--- src/rtl/network_encode_pkg.sv ---
// ============================================================================
//  Module   : network_encode_pkg
//  Purpose  : Shared constants and types for the ASR output encoder and the
//             LED decoder that consumes its one-hot word.
//  Revision : 1.0 - initial release
// ============================================================================
`default_nettype none

package network_encode_pkg;

    localparam int NUM_CLASS = 20;
    localparam int SCORE_W   = 16;
    localparam int IDX_W     = 5;

    // Encoder control states, explicit 2-bit encoding
    typedef enum logic [1:0] {
        IDLE    = 2'd0,
        SCAN    = 2'd1,
        DECIDE  = 2'd2,
        PUBLISH = 2'd3
    } state_t;

    typedef logic [SCORE_W-1:0]   score_t;
    typedef logic [NUM_CLASS-1:0] onehot_t;
    typedef logic [IDX_W-1:0]     idx_t;

    localparam idx_t IDX_ONE  = idx_t'(1);
    localparam idx_t LAST_IDX = idx_t'(NUM_CLASS - 1);

endpackage

`default_nettype wire

--- src/rtl/top2_tracker.sv ---
// ============================================================================
//  Module   : top2_tracker
//  Purpose  : Tracks the best score and its index (and, when
//             CONFIDENCE_MARGIN_EN is defined, the second-best score) over
//             the beats of one frame. Synchronous clear and frame-start load.
//  Config   : CONFIDENCE_MARGIN_EN - adds the second-best register
//  Revision : 1.0 - initial release
// ============================================================================
`default_nettype none

module top2_tracker
    import network_encode_pkg::*;
(
    input  logic               clk,
    input  logic               rst_n,
    input  logic               clear_i,
    input  logic               load_i,
    input  logic               update_i,
    input  logic [SCORE_W-1:0] score_i,
    input  logic [IDX_W-1:0]   idx_i,
    output logic [SCORE_W-1:0] best_o,
    output logic [IDX_W-1:0]   best_idx_o
`ifdef CONFIDENCE_MARGIN_EN
    ,
    output logic [SCORE_W-1:0] second_o
`endif
);

    logic [SCORE_W-1:0] best_q, best_d;
    logic [IDX_W-1:0]   best_idx_q, best_idx_d;
`ifdef CONFIDENCE_MARGIN_EN
    logic [SCORE_W-1:0] second_q, second_d;
`endif

    // Next best/second: strict compare so equal scores keep the lower index
    always_comb begin
        best_d     = best_q;
        best_idx_d = best_idx_q;
`ifdef CONFIDENCE_MARGIN_EN
        second_d   = second_q;
`endif
        if (clear_i) begin
            best_d     = '0;
            best_idx_d = '0;
`ifdef CONFIDENCE_MARGIN_EN
            second_d   = '0;
`endif
        end else if (load_i) begin
            best_d     = score_i;
            best_idx_d = '0;
`ifdef CONFIDENCE_MARGIN_EN
            second_d   = '0;
`endif
        end else if (update_i) begin
            if (score_i > best_q) begin
                best_d     = score_i;
                best_idx_d = idx_i;
`ifdef CONFIDENCE_MARGIN_EN
                second_d   = best_q;
            end else if (score_i > second_q) begin
                second_d   = score_i;
`endif
            end
        end
    end

    // Tracker registers
    always_ff @(posedge clk) begin
        if (!rst_n) begin
            best_q     <= '0;
            best_idx_q <= '0;
`ifdef CONFIDENCE_MARGIN_EN
            second_q   <= '0;
`endif
        end else begin
            best_q     <= best_d;
            best_idx_q <= best_idx_d;
`ifdef CONFIDENCE_MARGIN_EN
            second_q   <= second_d;
`endif
        end
    end

    assign best_o     = best_q;
    assign best_idx_o = best_idx_q;
`ifdef CONFIDENCE_MARGIN_EN
    assign second_o   = second_q;
`endif

endmodule

`default_nettype wire

--- src/rtl/network_output_encode.sv ---
// ============================================================================
//  Module   : network_output_encode
//  Purpose  : Winner-take-all scan over serially streamed class scores with a
//             confidence threshold; publishes a held one-hot word, the
//             winning index and a one-cycle valid strobe.
//  Config   : CONFIDENCE_MARGIN_EN - hit also requires best-second >= MARGIN
//  Revision : 1.0 - initial release
// ============================================================================
`default_nettype none

module network_output_encode
    import network_encode_pkg::*;
#(
    parameter logic [SCORE_W-1:0] THRESHOLD = 16'h8000
`ifdef CONFIDENCE_MARGIN_EN
    ,
    parameter logic [SCORE_W-1:0] MARGIN    = 16'h1000
`endif
) (
    input  logic                 clk,
    input  logic                 rst_n,
    input  logic                 score_valid,
    input  logic                 score_sof,
    input  logic [SCORE_W-1:0]   score_data,
    output logic                 score_ready,
    output logic [NUM_CLASS-1:0] network_encode_output,
    output logic                 encode_valid,
    output logic [IDX_W-1:0]     class_index,
    output logic                 busy
);

    state_t                 state_q, state_d;
    logic [IDX_W-1:0]       idx_q, idx_d;
    logic [NUM_CLASS-1:0]   result_q, result_d;
    logic [IDX_W-1:0]       win_idx_q, win_idx_d;
    logic [NUM_CLASS-1:0]   out_q;
    logic [IDX_W-1:0]       cls_q;
    logic                   ev_q;

    logic                   w_accept;
    logic                   w_load;
    logic                   w_update;
    logic                   w_frame_end;
    logic                   w_hit;
    logic [SCORE_W-1:0]     w_best;
    logic [IDX_W-1:0]       w_best_idx;
`ifdef CONFIDENCE_MARGIN_EN
    logic [SCORE_W-1:0]     w_second;
    logic [SCORE_W:0]       w_diff;
`endif

    // A sof beat always (re)starts a frame, even mid-scan
    assign w_accept    = score_valid & score_ready;
    assign w_load      = w_accept & score_sof;
    assign w_update    = w_accept & ~score_sof & (state_q == SCAN);
    assign w_frame_end = w_update & (idx_q == LAST_IDX);

    top2_tracker u_tracker (
        .clk        (clk),
        .rst_n      (rst_n),
        .clear_i    (state_q == PUBLISH),
        .load_i     (w_load),
        .update_i   (w_update),
        .score_i    (score_data),
        .idx_i      (idx_q),
        .best_o     (w_best),
        .best_idx_o (w_best_idx)
`ifdef CONFIDENCE_MARGIN_EN
        ,
        .second_o   (w_second)
`endif
    );

    // State register
    always_ff @(posedge clk) begin
        if (!rst_n) state_q <= IDLE;
        else        state_q <= state_d;
    end

    // Next-state logic
    always_comb begin
        state_d = state_q;
        case (state_q)
            IDLE:    if (w_load) state_d = SCAN;
            SCAN:    if (w_frame_end) state_d = DECIDE;
            DECIDE:  state_d = PUBLISH;
            PUBLISH: state_d = IDLE;
            default: state_d = IDLE;
        endcase
    end

    // FSM outputs
    always_comb begin
        score_ready = (state_q == IDLE) || (state_q == SCAN);
        busy        = (state_q != IDLE);
    end

    // Class index counter: class 0 is the sof beat, so a load points at class 1
    always_comb begin
        idx_d = idx_q;
        if (w_load)        idx_d = IDX_ONE;
        else if (w_update) idx_d = w_frame_end ? '0 : idx_q + IDX_ONE;
    end

    // Decision: threshold test (plus margin test when enabled)
    always_comb begin
        w_hit = (w_best >= THRESHOLD);
`ifdef CONFIDENCE_MARGIN_EN
        w_diff = {1'b0, w_best} - {1'b0, w_second};
        w_hit  = w_hit && (w_diff >= {1'b0, MARGIN});
`endif
        result_d  = w_hit ? (onehot_t'(1) << w_best_idx) : '0;
        win_idx_d = w_hit ? w_best_idx : '0;
    end

    // Counter, decision and output registers
    always_ff @(posedge clk) begin
        if (!rst_n) begin
            idx_q     <= '0;
            result_q  <= '0;
            win_idx_q <= '0;
            out_q     <= '0;
            cls_q     <= '0;
            ev_q      <= 1'b0;
        end else begin
            idx_q <= idx_d;
            if (state_q == DECIDE) begin
                result_q  <= result_d;
                win_idx_q <= win_idx_d;
            end
            if (state_q == PUBLISH) begin
                out_q <= result_q;
                cls_q <= win_idx_q;
            end
            ev_q <= (state_q == PUBLISH);
        end
    end

    assign network_encode_output = out_q;
    assign class_index           = cls_q;
    assign encode_valid          = ev_q;

endmodule

`default_nettype wire

--- config.mk ---
export PLATFORM = sky130hd
export DESIGN_NAME = network_output_encode
export DESIGN_NICKNAME = d
export VERILOG_FILES = /design/src/rtl/network_encode_pkg.sv /design/src/rtl/top2_tracker.sv /design/src/rtl/network_output_encode.sv
export SDC_FILE = /design/constraint.sdc
export NUM_CORES = 1
export LEC_CHECK = 0
export ABC_AREA = 1
export ABC_CLOCK_PERIOD_IN_PS = 2200
export BUFFER_PORTS_ARGS = -buffer_cell sky130_fd_sc_hd__clkbuf_2
export CAP_MARGIN = 20
export CORE_UTILIZATION = 57
export CTS_CLUSTER_DIAMETER = 40
export CTS_CLUSTER_SIZE = 12
export DETAILED_ROUTE_END_ITERATION = 16
export PLACE_DENSITY = 0.77
export SLEW_MARGIN = 15
export SYNTH_ARGS = -nofsm -noshare
export SYNTH_HDL_FRONTEND = slang
export SYNTH_SLANG_ARGS = --single-unit
export TNS_END_PERCENT = 30
--- constraint.sdc ---
create_clock -name clk -period 2.2 [get_ports clk]
set_input_delay 0.22 -clock clk [delete_from_list [all_inputs] [get_ports clk]]
set_output_delay 0.22 -clock clk [all_outputs]
set_load 0.01 [all_outputs]
After elaboration in Yosys (flattened, before gate mapping)
Cells that the tools add are included.
{"block": "classes", "order_cmp": 2, "muxes": 11, "n_eq_ne": 6, "addsub": 1, "n_reduce_logical": 11, "n_bitwise": 7, "shift": 1}
{"cell": "16-bit two-way mux", "n": 3}
{"cell": "20-bit two-way mux", "n": 1}
{"cell": "1-bit by 5-bit left shift with 20-bit output (first input constant)", "n": 1}
{"cell": "16-bit >= comparator (second input constant)", "n": 1}
{"cell": "16-bit greater-than comparator", "n": 1}
{"cell": "5-bit two-way mux", "n": 2}
{"cell": "2-bit one-hot mux with 4 select lines", "n": 1}
{"cell": "2-bit AND reduction", "n": 3}
{"cell": "2-bit nonzero test", "n": 3}
{"cell": "5-bit by 1-bit adder with 5-bit output (second input constant)", "n": 1}
{"cell": "1-bit bitwise AND", "n": 5}
{"cell": "5-bit == test (second input constant)", "n": 1}
{"cell": "2-bit == test (second input constant)", "n": 2}
{"cell": "2-bit two-way mux", "n": 2}
{"cell": "2-bit OR reduction", "n": 2}
{"cell": "3-bit OR reduction", "n": 1}
{"cell": "2-bit by 1-bit == test with 1-bit output (second input constant)", "n": 1}
{"cell": "2-bit zero test", "n": 1}
{"cell": "1-bit two-way mux", "n": 2}
{"cell": "2-bit by 1-bit inequality test with 1-bit output (second input constant)", "n": 1}
{"cell": "2-bit inequality test (second input constant)", "n": 1}
{"cell": "1-bit NOT", "n": 2}
{"cell": "1-bit logical OR", "n": 1}
{"block": "totals", "word_cells": 49, "register_bits": 79, "input_bits": 20}

Logic depth before layout (Yosys ltp)
{"block": "depth", "depth_word": 9, "ltp_mapped": 16, "mapped_depth_nobuf": 15}

By module
From an unflattened synthesis, not the netlist that was laid out.
{"block": "hier_totals", "hier_cells": 481, "area_unflattened_um2": 3646.0}
{"module": "network_output_encode", "n_inst": 1, "area_each_um2": 2301.0, "cells_per_inst": 296}
{"module": "top2_tracker", "n_inst": 1, "area_each_um2": 1345.0, "cells_per_inst": 185}

Least setup slack after synthesis
No wires, ideal clock.
{"block": "synth_timing", "path_kind": "reg-to-reg", "from": "reg u_tracker.best_q[15], in the netlist u_tracker.best_o[15]", "to": "reg u_tracker.best_q[0], in the netlist u_tracker.best_o[0]", "setup_time_ns": 0.115, "path_stages_with_launch": 13, "required_time_ns": 2.085, "path_slack_ns": 0.583, "t_arrival_ns": 1.502, "cell_sequence": "dfxtp_1 inv_1 ha_1 nand2_2 nor2_4 nand2_2 clkinv_1 nand2_2 nand2_4 nand2_8 buf_12 a21oi_1 nor2_1"}
{"block": "synth_between", "elab_chain_cells": 3}
{"item": "start: declaration", "line_no": "top2_tracker.sv:29", "rtl": "logic [SCORE_W-1:0] best_q, best_d;"}
{"item": "start signal: assignment", "line_no": "top2_tracker.sv:76", "rtl": "best_q <= best_d;"}
{"item": "16-bit greater-than comparator", "line_no": "top2_tracker.sv:55", "rtl": "if (score_i > best_q) begin"}
{"item": "2-bit nonzero test (no source line)"}
{"item": "2-bit AND reduction (no source line)"}
No other way between the ends.
A chain may end at the register's enable or synchronous reset.

Final worst setup path
{"block": "layout_timing", "from": "reg state_q[0]", "to": "reg result_q[10]"}
{"block": "layout_between", "elab_chain_cells": 1}
{"item": "start: declaration", "line_no": "network_output_encode.sv:32", "rtl": "state_t state_q, state_d;"}
{"item": "start signal: assignment", "line_no": "network_output_encode.sv:77", "rtl": "else state_q <= state_d;"}
{"item": "2-bit == test", "line_no": "network_output_encode.sv:127", "rtl": "if (state_q == DECIDE) begin"}
{"item": "end signal: assignment", "line_no": "network_output_encode.sv:128", "rtl": "result_q <= result_d;"}
{"item": "end: declaration", "line_no": "network_output_encode.sv:34", "rtl": "logic [NUM_CLASS-1:0] result_q, result_d;"}
No other way between the ends.

==> metrics <==
status=finished clean; Post-Layout Cell Count=545; RePlAce Congestion=0.806; LEAKAGE=0.00178 uW; Antenna Cells=0; fillers=500; final net count=507; critical path endpoint category=register; met2 Usage GRT=37.1%; Yosys reg bits=79; Synth area leaders=dfxtp_1, nand2_1, ha_1, a21oi_1, a22o_1; vias=2828; initial antenna violation count=0; fin area=0.00399 sq mm; Synth-to-Final Area Change=12.7%; Num Clock Sinks=79; Final Hold Viols=0; post-synthesis cell type count=35; Layout Skew=0.00895 ns; routed length per instance=12.3 um; sequential share of the synthesized area=44.7%; Slew HR=57.7%; Placed Cells=529; Mapped Area=0.00354 sq mm; post-synthesis instance total=421; Initial Util=59.4%; worst vdd ir=0.720 mV; later-pin clock latency in the skew report=0.35 ns; CTS Buffer Depth=2; Slew Viols, Final=0; PwrDens=886 mW/mm^2; crit path cell chain=inv_1, ha_1, nand2_1, inv_1, nand2_1, nor2_1, nand4_1, a21oi_1; EDFF count, synth=0; DRT iter0 DRCs=119; Post-route DRC=0; vias in the first global route=2681; Hold Path Class=input port to register; first-pass GRT wire length=11700 um; final core occ=66.9%; Setup-failing EPs final=0; Post-CTS Repair Setup Buffers=0; Routed Antenna Nets=0; Chip Width=80.8 um; most frequent cells in the layout=nand2_1, dfxtp_1, a21oi_1; Synth async-reset ratio=0%; CP peak stage delay=0.40 ns; Max FO, Critical Path=8; Final min period=1.83 ns; Syn. warnings=0; CTS Buf Count=9; met3 Usage GRT=3.82%; setup TNS=0 ns; Worst EP arrival=2.10 ns; worst reg2reg setup slack=0.37 ns; port buffer count=47; Detailed Routing Iterations Pass 1=4; Worst EP required=2.48 ns; M1 GR Usage=30.6%; Slew @ Worst Pin=0.634 ns; DP Area=0.00378 sq mm; hpwl dp=4660 um; Max Cap Viol=0; cts hold-fix bufs=0; hold slack=0.108 ns; CTS tree=built; CTS H-tree depth=3; Startpoint Class=register; Clock transition at path regs=0.08 ns; total track usage=23.3%; Resized Gates After CTS=0; Main synth FF type=dfxtp_1; gr busiest metal=met2; grt ovf=0; IO Pins=48; syn_nets=463; largest net degree at the start of global routing=38; CORE AREA=0.00596 sq mm; unrepaired setup endpoints after global routing=no; Post-Route WL=6710 um; Buf/Inv on CP=2; CP top delay family=simple AND/OR/NAND/NOR gates; Die Y=80.8 um; die area=0.00652 sq mm; share of cells above drive strength 1=20.6%; Max Freq=547 MHz; Crit-path slowest cell=nor2_1; Mean Syn Cell Area=8.40 sq um; Crit Path Class=register to register; row count=28; cell taking the most area after synthesis=dfxtp_1; clock root buffer=clkbuf_8; vias per inst=5.19; post-synth top area share=44.7%; fin crit share=83.1%; most common cell after layout, fill and taps aside=nand2_1
-- layer usage --
metal / wire [um] / vias to the layer above
met5: 0 / -
met4: 102 / 0
met3: 286 / 9
met2: 2960 / 66
met1: 3360 / 1253
li1: - / 1500
-- worst paths after layout --
path / cells past startpoint / start / to
setup / recovery: 8 / state_q[0] / result_q[10]
hold reg to reg: 2 / result_q[17] / result_q[17]
setup reg to reg: 8 / state_q[0] / result_q[10]
hold / removal: 3 / score_data[7] / u_tracker.best_o[7]
-- final cells by class --
class / instances / area [sq um] / area share (%)
repair buffers: 51 / 278 / 6.97
clock buffers: 9 / 124 / 3.11
flip-flops and latches: 79 / 1580 / 39.7
clock inverters: 7 / 77.6 / 1.95
well taps: 75 / 93.8 / 2.35
inverters: 43 / 161 / 4.05
multi-input cells: 281 / 1670 / 41.9
-- logic make-up after synthesis --
group	count (synthesis)	synth area share, %
compound gates	86	15.4
fa+ha+maj	22	7.78
flops	79	44.7
xor+xnor	1	0.248
simple gates	172	23.7
buf+inv	61	8.14
-- tightest hold or removal path: stages --
cell and delay [ns]:
clkbuf_2 0.09, a21oi_1 0.04, nor2_1 0.08
-- Yosys cell counts, types with 2 or more instances --
master    number
nor3b_1        2
nor2_1        32
clkbuf_1       6
buf_12         2
nor4_1         4
buf_4          2
nand3_1       15
buf_2          6
nor2_2         2
inv_1         40
clkinv_1       2
a21oi_1       51
dfxtp_1       79
nand2_1       81
nor2_4         2
nor3_1         6
o21ai_1        3
nand4_1        6
nand2_2        8
a22o_1        25
nand3_2       11
ha_1          22
a22oi_1        2
-- registers in the layout (all words and copies together), names as in the netlist --
name                   cells
class_index                5
encode_valid               1
idx_q                      5
network_encode_output     20
result_q                  20
state_q                    2
u_tracker.best_idx_o       5
u_tracker.best_o          16
win_idx_q                  5
-- per-stage QoR --
stage	power, uW	setup WS, ns
global placement	2440	0.435
global route	3750	0.0665
detailed placement	2470	0.393
CTS	3550	0.370
floorplan	2300	0.583
finish	3530	0.371
-- where the power goes --
part	internal, uW	leakage [uW]	switching (uW)
Combinational	330	0.00104	533
Sequential	1530	0.000639	47.2
Clock	536	0.000101	557
No activity file was read; power rests on OpenSTA's default activity.
